### src/rtl/uart_pkg.sv
// Shared UART definitions used by the receiver and the transmitter.
package uart_pkg;

    // Receiver FSM state encoding.
    typedef enum logic [2:0] {
        IDLE      = 3'd0,
        START     = 3'd1,
        DATA      = 3'd2,
        STOP      = 3'd3,
        WAIT_IDLE = 3'd4
    } uart_state_t;

    localparam int   UART_DATA_BITS = 8;
    localparam logic START_BIT      = 1'b0;
    localparam logic STOP_BIT       = 1'b1;
    localparam logic IDLE_LEVEL     = 1'b1;

endpackage

### src/rtl/uart_sync.sv
// N-flop synchroniser for an asynchronous single-bit input.
// Resets to 1 so a serial line reads as idle straight out of reset.
module uart_sync #(
    parameter int STAGES = 2
) (
    input  logic clk,
    input  logic reset_n,
    input  logic d,
    output logic q
);

    logic [STAGES-1:0] sync_q;

    // Shift the raw input through the flop chain.
    always_ff @(posedge clk or negedge reset_n) begin
        if (!reset_n) begin
            sync_q <= '1;
        end else begin
            sync_q <= {sync_q[STAGES-2:0], d};
        end
    end

    assign q = sync_q[STAGES-1];

endmodule

### src/rtl/uart_rx.sv
// 8N1 UART receiver: synchronises rx, samples each bit at its midpoint
// with a clock-count timer, and strobes out each byte or a framing error.
//
// Output handshake: data_valid is a one-cycle strobe with no backpressure;
// data_out holds the byte from that strobe until the next good frame.
// frame_err is a one-cycle strobe and never coincides with data_valid.
// The current FSM state is visible on the internal signal state_q.
module uart_rx
    import uart_pkg::*;
#(
    parameter int CLKS_PER_BIT = 16,
    parameter int SYNC_STAGES  = 2
) (
    input  logic       clk,
    input  logic       reset_n,
    input  logic       rx,
    output logic [7:0] data_out,
    output logic       data_valid,
    output logic       frame_err,
    output logic       busy
);

    localparam int            CW      = $clog2(CLKS_PER_BIT);
    localparam logic [CW-1:0] FULL_M1 = CW'(CLKS_PER_BIT - 1);
    localparam logic [CW-1:0] HALF_M1 = CW'(CLKS_PER_BIT / 2 - 1);
    localparam logic [2:0]    LAST_BIT = 3'(UART_DATA_BITS - 1);

    logic rs;

    uart_state_t                 state_q, state_d;
    logic [CW-1:0]               cnt_q, cnt_d;
    logic [2:0]                  bit_idx_q, bit_idx_d;
    logic [UART_DATA_BITS-1:0]   shift_q, shift_d;
    logic [UART_DATA_BITS-1:0]   data_q, data_d;
    logic                        valid_q, valid_d;
    logic                        ferr_q, ferr_d;

    uart_sync #(
        .STAGES (SYNC_STAGES)
    ) u_sync (
        .clk     (clk),
        .reset_n (reset_n),
        .d       (rx),
        .q       (rs)
    );

    // State, timers, shift register and output strobes.
    always_ff @(posedge clk or negedge reset_n) begin
        if (!reset_n) begin
            state_q   <= IDLE;
            cnt_q     <= '0;
            bit_idx_q <= '0;
            shift_q   <= '0;
            data_q    <= '0;
            valid_q   <= 1'b0;
            ferr_q    <= 1'b0;
        end else begin
            state_q   <= state_d;
            cnt_q     <= cnt_d;
            bit_idx_q <= bit_idx_d;
            shift_q   <= shift_d;
            data_q    <= data_d;
            valid_q   <= valid_d;
            ferr_q    <= ferr_d;
        end
    end

    // Next-state logic; counters are cleared whenever a state is entered.
    always_comb begin
        state_d   = state_q;
        cnt_d     = cnt_q + 1'b1;
        bit_idx_d = bit_idx_q;
        shift_d   = shift_q;
        data_d    = data_q;
        valid_d   = 1'b0;
        ferr_d    = 1'b0;
        case (state_q)
            IDLE: begin
                cnt_d = '0;
                if (rs == START_BIT) begin
                    state_d = START;
                end
            end
            START: begin
                // Half a bit in: confirm the start bit is still low.
                if (cnt_q == HALF_M1) begin
                    cnt_d     = '0;
                    bit_idx_d = '0;
                    state_d   = (rs == START_BIT) ? DATA : IDLE;
                end
            end
            DATA: begin
                if (cnt_q == FULL_M1) begin
                    cnt_d              = '0;
                    shift_d[bit_idx_q] = rs;
                    if (bit_idx_q == LAST_BIT) begin
                        bit_idx_d = '0;
                        state_d   = STOP;
                    end else begin
                        bit_idx_d = bit_idx_q + 3'd1;
                    end
                end
            end
            STOP: begin
                if (cnt_q == FULL_M1) begin
                    cnt_d = '0;
                    if (rs == STOP_BIT) begin
                        data_d  = shift_q;
                        valid_d = 1'b1;
                        state_d = IDLE;
                    end else begin
                        ferr_d  = 1'b1;
                        state_d = WAIT_IDLE;
                    end
                end
            end
            WAIT_IDLE: begin
                // Break or stuck-low line: hold off until the line idles.
                cnt_d = '0;
                if (rs == IDLE_LEVEL) begin
                    state_d = IDLE;
                end
            end
            default: begin
                cnt_d   = '0;
                state_d = IDLE;
            end
        endcase
    end

    assign data_out   = data_q;
    assign data_valid = valid_q;
    assign frame_err  = ferr_q;
    assign busy       = (state_q != IDLE);

endmodule
### config.mk
export PLATFORM = sky130hd
export DESIGN_NAME = uart_rx
export DESIGN_NICKNAME = d
export VERILOG_FILES = /design/src/rtl/uart_pkg.sv /design/src/rtl/uart_sync.sv /design/src/rtl/uart_rx.sv
export SDC_FILE = /design/constraint.sdc
export NUM_CORES = 1
export LEC_CHECK = 0
export CAP_MARGIN = 20
export CORE_ASPECT_RATIO = 1.2
export CORE_UTILIZATION = 50
export DETAILED_ROUTE_END_ITERATION = 7
export PLACE_DENSITY_LB_ADDON = 0.25
export REMOVE_ABC_BUFFERS = 1
export SYNTH_ARGS = -nofsm -noshare
export SYNTH_HDL_FRONTEND = slang
export SYNTH_SLANG_ARGS = --single-unit
### constraint.sdc
create_clock -name clk -period 5 [get_ports clk]
set_input_delay 1.5 -clock clk [delete_from_list [all_inputs] [get_ports clk]]
set_output_delay 1.5 -clock clk [all_outputs]
set_load 0.01 [all_outputs]
==> results.toml, run 1 <==
[grt]
grt_max_degree = 16
grt-ovfl-total = 0
first_global_vias = 886
grt_pass1_wl_um = 4170
grt_use_total = 0.199
antenna_found_initial = 0

[yosys]
synth-edff-count = 0
syn_area_per_cell_um2 = 12.9
synthesis.area_um2 = 1380
ys_seq_elements = 30
synthCells = 107
synth.top_cells.by_count = "28 x dfrtp_1, 16 x mux2_1, 6 x nor4_1"
yosysWarningCount = 0
synth_flop_cell = "dfrtp_1"
synth_top_cell_area_share = 0.509
yosysSeqAreaShare = 0.547
synth_area_leaders = "dfrtp_1 51%, mux2_1 13%, dfstp_2 3.8%"
synth.distinct_cells = 35
async_reset_ff_frac = 1.00
synth_most_common_cell = "dfrtp_1"
yosys.area.top_type = "dfrtp_1"

[drt]
wire_per_inst_um = 14.9
final_antenna_net_count = 0
drt_iter0_drc = 27
vias_per_cell = 5.85
drt_first_pass_iters = 4
highest_layer = "met4"
drt-met1-wl_um = 966
dr_wl_met2_um = 1210
wirelength_um = 2340
drc = 0
wl_met3_um = 117
via_count = 918

[clock_network]
ctsHoldBuffers = 0
clock-sinks = 30
clk_pin_slew_ns = 0.09
htreeDepth = 2
clk_latency_ns = 0.32
cts_resized = 0
cts.root.buffer_cell = "clkbuf_4"
cts_setup_buffers = 0
cts_buffer_depth = 2
cts_tree = "yes"
cts_buffers = 5

[layout]
nNetsFinal = 129
fin_util = 0.620
antenna_cells = 0
drive_gt1_frac = 0.137
area_growth_pct = 16.1

[worst_setup_path]
worst_ep_required_time_ns = 3.50
crit_buf_inv = 1
crit_type = "flip-flop to output port"
critPathMaxStageDelay_ns = 0.54
cp-start-kind = "flip-flop"
worstSetupEndpointType = "output port"
worstPathMaxFanout = 14
critPathSlowestCell = "dfrtp_1"
crit_arrival_ns = 1.76
rr_worst_depth = 3
critPathTopFamily = "flip-flops"
crit_chain = "or3_1, clkdlybuf4s50_1"
path_depth = 2

[power]
p_total_mw = 0.618
p_per_area_nw_per_um2 = 386
peakVddDrop_v = 0.000294
p_leak_nw = 0.736

[timing]
whs_ns = 0.360
relSlewSlack = 0.611
worst-slew-pin-transition_ns = 0.582
grt_setup_unrepaired = "false"
finalSetupViolations = 0
hold_viol = 0
skew_ns = 0.00737
fmax_mhz = 307
finalSetupTns_ns = 0
period_share = 0.651
period_minus_slack_ns = 3.26
slew_viol_final = 0

[worst_hold_path]
min_path_type = "flip-flop to flip-flop"
hold_depth = 0

[floorplanning]
die-height_um = 59.5
ios = 14
initial_core_util = 0.534
core.rowCount = 20
die-area_um2 = 2970
coreArea_um2 = 2580
die_x_um = 49.9

[run]
drv_cap = 0

[run_status]
status = "completed"

[place]
place_congestion = 0.776
port_buffers = 13
place_hpwl_um = 1730
## registers in the layout, indices dropped and copies added (netlist names)
register and count:
cnt_q 4, u_sync.sync_q 2, data_out 8, frame_err 1, shift_q 8, bit_idx_q 3
data_valid 1, state_q 3
## metrics by stage
stage | cells | area [µm²] | setup slack, ns
after floorplan | 101 | 1350 | 2.58
after global placement | 148 | 1520 | 2.11
after detailed placement | 149 | 1540 | 2.09
after CTS | 157 | 1600 | 1.72
after global routing | 157 | 1600 | 1.65
final | 157 | 1600 | 1.74
## area by class of cell
type / count / area (µm²)
fillers: 199 / 978
flip-flops and latches: 30 / 753
clock buffers: 7 / 55.1
repair buffers: 15 / 153
inverters: 2 / 7.51
clock inverters: 1 / 5.00
multi-input cells: 69 / 584
well taps: 33 / 41.3
## worst reg2reg max path, cell delays in order, from the launching register on
cell,delay [ns]
dfrtp_1,0.60
or3b_1,0.41
a211oi_2,0.32
mux2_1,0.36
## routing by layer
metal	up-vias	GRT usage
met2	29	0.311
met3	7	0.0795
met4	0	0.106
met5	-	0
li1	427	-
met1	455	0.236
## cell families after synthesis
kind of cell    count (synthesis)  share of synthesized area
simple gates                   37                      0.183
flops                          30                      0.547
mux                            19                      0.155
buf+inv                         8                     0.0291
compound gates                  7                     0.0391
xor+xnor                        3                     0.0191
fa+ha+maj                       3                     0.0273
## final timing paths
| path | startpoint | to | slack, ns |
|---|---|---|---|
| setup / recovery | state_q[0] | busy | 1.74 |
| hold / removal | u_sync.sync_q[0] | u_sync.sync_q[1] | 0.36 |
| setup reg to reg | state_q[0] | bit_idx_q[1] | 3.19 |
| hold reg to reg | u_sync.sync_q[0] | u_sync.sync_q[1] | 0.36 |
| max in group asynchronous | reset_n | u_sync.sync_q[1] | 2.87 |
| min in group asynchronous | reset_n | bit_idx_q[2] | 1.54 |
## report_power, final
group / leakage [nW] / total, mW / switching [mW] / internal (mW)
sequential: 0.398 / 0.338 / 0.0631 / 0.274
clock: 0.0353 / 0.145 / 0.0773 / 0.0680
combinational: 0.303 / 0.135 / 0.0637 / 0.0711
## placed cells by master, fill, tap and decap left out, drive strengths merged, types with 3 or more instances in the layout
cell,instances
dfrtp,28
mux2,19
clkdlybuf4s50,13
clkbuf,7
nor4,6
nor2,4
nand3b,3
nor3,3
nor3b,3
nand2,3
ha,3
Note: power is estimated with default switching activity, not from simulation.
==> run 2, diff against run 1 <==
clock period = 3.3 ns   (was 5 ns; I/O delays follow)
==> run 2 against run 1 <==
Clock skew grew 0.0053 ns. Utilization shrank 1.0 points. Register-to-register slack lost 1.7 ns. Sequential power grew 50%. Clock-buffer cell count grew 1. Critical path depth is the same. First-iteration DRC count shrank 11%. Largest power group unchanged. Cell area shrank 1.6%. Global-route usage shrank 0.93 points. Final cell count shrank 0.64%. Combinational power grew 53%.
==> results.toml, run 2 (synthesis results as in run 1) <==
[place]
place_hpwl_um = 1620
place_congestion = 0.775
port_buffers = 13
post_dp_cell_area_um2 = 1520

[timing]
period_share = 0.830
finalSetupTns_ns = 0
worst-slew-pin-transition_ns = 0.427
period_minus_slack_ns = 2.74
slew_viol_final = 0
fmax_mhz = 365
finalSetupViolations = 0
grt_setup_unrepaired = "false"
hold_viol = 0
skew_ns = 0.0127
relSlewSlack = 0.715

[grt]
grt_pass1_wl_um = 3950
gr-usage-met3 = 0.0769
grt-ovfl-total = 0
use_met1 = 0.200
busiest_layer = "met2"
first_global_vias = 878
met2_usage = 0.326
antenna_found_initial = 0
grt_max_degree = 31
grt_use_total = 0.190

[drt]
via_count = 880
drt_iter0_drc = 24
wire_per_inst_um = 14.9
drc = 0
vias_per_cell = 5.64
final_antenna_net_count = 0
wirelength_um = 2330
drt_first_pass_iters = 4

[worst_setup_path]
crit_arrival_ns = 1.75
crit_start = "state_q[0]"
cp-start-kind = "flip-flop"
crit_type = "flip-flop to output port"
worstSetupEndpointType = "output port"
worst_ep_required_time_ns = 2.31
worstPathMaxFanout = 14
r2r-start = "state_q[0]"

[power]
seq_power_share = 0.556
p_int_mw = 0.607
p_per_area_nw_per_um2 = 581
p_comb_frac = 0.226
switchingPower_mw = 0.306
p_clk_frac = 0.218
sw_frac_of_total = 0.335
p_total_mw = 0.914
p_leak_nw = 0.720
peakVddDrop_v = 0.000357

[clock_network]
cts_buffer_depth = 2
clk_latency_ns = 0.34
cts_buffers = 5
ctsHoldBuffers = 0
clk_pin_slew_ns = 0.08
cts_tree = "yes"
cts_resized = 0
clock-sinks = 30
cts_setup_buffers = 0
cts.root.buffer_cell = "clkbuf_4"
htreeDepth = 2

[worst_hold_path]
min_path_type = "flip-flop to flip-flop"
holdCritStartpoint = "u_sync.sync_q[0]"

[floorplanning]
core.rowCount = 20
ios = 14
coreArea_um2 = 2580
initial_core_util = 0.534
die_x_um = 49.9
die-height_um = 59.5
die-area_um2 = 2970

[layout]
antenna_cells = 0
final_area_um2 = 1570
fill_cells = 215
final_cell_mix = "28 x dfrtp_1, 16 x mux2_1, 13 x clkdlybuf4s50_1"
drive_gt1_frac = 0.114
layout.cells.most_common = "dfrtp_1"
area_growth_pct = 14.2
nNetsFinal = 128

[run]
drv_cap = 0

[run_status]
status = "completed"
## run 2: cell count changes in the layout (fill, tap and decap cells not counted), sizes merged
cell | previous run | this run
clkbuf | 7 | 8
buf | 2 | 1
clkinv | 1 | 0
## run 2: cell type report
class                   count  area, µm²  share of cell area
flip-flops and latches     30        753               0.479
repair buffers             14        138              0.0875
inverters                   2       7.51             0.00477
multi-input cells          69        584               0.372
clock buffers               8       48.8              0.0310
well taps                  33       41.3              0.0263
## run 2: metrics by stage
stage / utilization / hold WS [ns] / setup WS (ns) / instances
finish: 0.610 / 0.359 / 0.561 / 156
global route: 0.610 / 0.363 / 0.486 / 156
detailed placement: 0.591 / 0.349 / 0.916 / 148
floorplan: - / 0.345 / 1.39 / 101
CTS: 0.610 / 0.361 / 0.555 / 156
global placement: 0.591 / 0.347 / 0.928 / 148
## run 2: critical path, stage by stage (launching register included)
cell and delay [ns]:
dfrtp_1 0.53, or3_1 0.41, clkdlybuf4s50_1 0.48
## run 2: final timing paths
kind	depth (start not counted)	endpoint	slack [ns]
min in group asynchronous	2	data_valid	1.02
max in group asynchronous	2	u_sync.sync_q[1]	1.95
worst min register to register	0	u_sync.sync_q[1]	0.36
worst max-delay path	2	busy	0.56
worst min-delay path	0	u_sync.sync_q[1]	0.36
worst max register to register	3	bit_idx_q[2]	1.48
## run 2: power by group through the flow
stage	Clock (mW)	Combinational (mW)	Sequential [mW]
detailed placement	0	0.209	0.515
finish	0.199	0.206	0.508
global route	0.225	0.231	0.521
CTS	0.207	0.209	0.507
floorplan	0	0.156	0.495
global placement	0	0.199	0.508
## run 2: per-layer routing
layer | vias to the layer above | part of all wire
met4 | 0 | 0.022
met1 | 435 | 0.42
met3 | 6 | 0.042
li1 | 423 | -
met2 | 16 | 0.51
met5 | - | 0
==> RTL edit: new RTL, flow settings as in run 1 <==
`SYNC_STAGES`: 2 -> 4.
--- a/src/rtl/uart_rx.sv
+++ b/src/rtl/uart_rx.sv
@@ -11,3 +11,3 @@
     parameter int CLKS_PER_BIT = 16,
-    parameter int SYNC_STAGES  = 2
+    parameter int SYNC_STAGES  = 4
 ) (
Function: changed (Yosys sat finds a counterexample within 4 cycles, from zero or initial values and one cycle with reset_n low).
==> RTL edit against run 1 <==
Power rose by 14%; clock power grew 32%; setup slack worse by 0.066 ns; global-route usage decreased by 1.5 points; routed wire length is 2.4% higher; sequential power rose by 5%; area after synthesis increased by 7.8%; sequential cell count rose by 2; clock skew grew 0.0061 ns; cell area up 6.0%; worst hold slack better by 0.00096 ns; critical path type unchanged.
==> RTL edit: results (changes against run 1) <==
FFs & Latches=32 (+6.7%); Non-clk invs=5 (+3); postcts setup bufs=0 (unchanged); Comb power frac=0.223 (+0.005); vias in the first global route=892 (+0.68%); xor/xnor cell area share of the yosys netlist=0.005897 (-0.01318); WL/cell=14.35 um (-3.7%); post-synthesis adder-cell area fraction=0.02527 (-0.001974); R2R Path Start=cnt_q[0]; met3 routed WL=113 um (-3.4%); crit path launch=state_q[1]; Nets=138 (+7.0%); Compound-Gate Fraction of Synth Area=0.05729 (+0.01823); initial drt markers=8 (-70%); post-synthesis mux area share=0.1584 (+0.003069); Final Skew=0.01349 ns (+0.006119 ns); Arr. time, crit path=1.82 ns (+0.06 ns); P_int=0.4796 mW (+16%); ranking of synthesized cells by area=dfrtp_1 (47%), mux2_1 (12%), dfstp_2 (7.1%); fill cell count=214 (+7.5%); largest net degree at the start of global routing=33 (+17); Reg2Reg Depth=4 (+1); Place WS=2.047 ns (-0.04558 ns); Remaining DRCs=0 (unchanged); period utilization=0.6646 (+0.01327); register area=805.8 um^2 (+7.0%); power share of the clock group=0.272 (+0.037); share of layout cells above drive strength 1=0.1353 (-0.001758); aggregate global-route resource usage=0.1838 (-0.01533); Peak VDD IR=315.0 uV (+7.3%); P_leak=0.7759 nW (+5.4%); comb_multi_in=74 (+7.2%); first-pass GRT wire length=4029 um (-3.5%); combinational power=0.157 mW (+16%); hold-critical path endpoint=u_sync.sync_q[2]; clk tree area frac=0.04502 (+0.007460); non-clock buffer count=14 (-1); outcome=complete, no violations; Critical Path Max Stage Delay=0.56 ns (+0.02 ns); non-clock buffer area fraction after layout=0.08118 (-0.01428); clk_lat worst skew=0.34 ns (+0.02 ns); Worst-Margin Slew=0.4749 ns (-0.1072 ns); Synth cell types=37 (+5.7%); Vias/cell=5.641 (-3.5%); metal2 WL=1160 um (-3.7%); DP Wirelength=1654 um (-4.2%); post-route met1 wirelength=1073 um (+11%); register area share after synthesis=0.5425 (-0.004231); critical path peak fanout=16 (+2); # clk buffers=6 (-1); fraction of area in multi-input gates=0.3624 (-0.003055)
[RTL edit: changes by cell type after synthesis, sizes merged, moves of 2 or more]
| cell | before | now |
|---|---|---|
| nor4b | 2 | 0 |
| dfstp | 2 | 4 |
| buf | 4 | 6 |
| mux2i | 0 | 4 |
| mux2 | 19 | 17 |
| nor4 | 6 | 0 |
| inv | 2 | 5 |
| nand3 | 2 | 6 |
| nor2b | 1 | 5 |
| nand4 | 2 | 5 |
[RTL edit: stage by stage]
| step | instances | area, um^2 | hold slack (ns) |
|---|---|---|---|
| final | 167 | 1695 | 0.3612 |
| after global routing | 167 | 1695 | 0.3685 |
| after CTS | 167 | 1695 | 0.3626 |
| after detailed placement | 159 | 1619 | 0.3475 |
| after global placement | 159 | 1619 | 0.3473 |
| after floorplan | 111 | 1439 | 0.3452 |
[RTL edit: per-layer routing]
layer,global-route usage,vias to the layer above
met5,0,-
met4,0.09653,0
met3,0.07299,5
met2,0.2894,17
met1,0.2190,468
li1,-,452
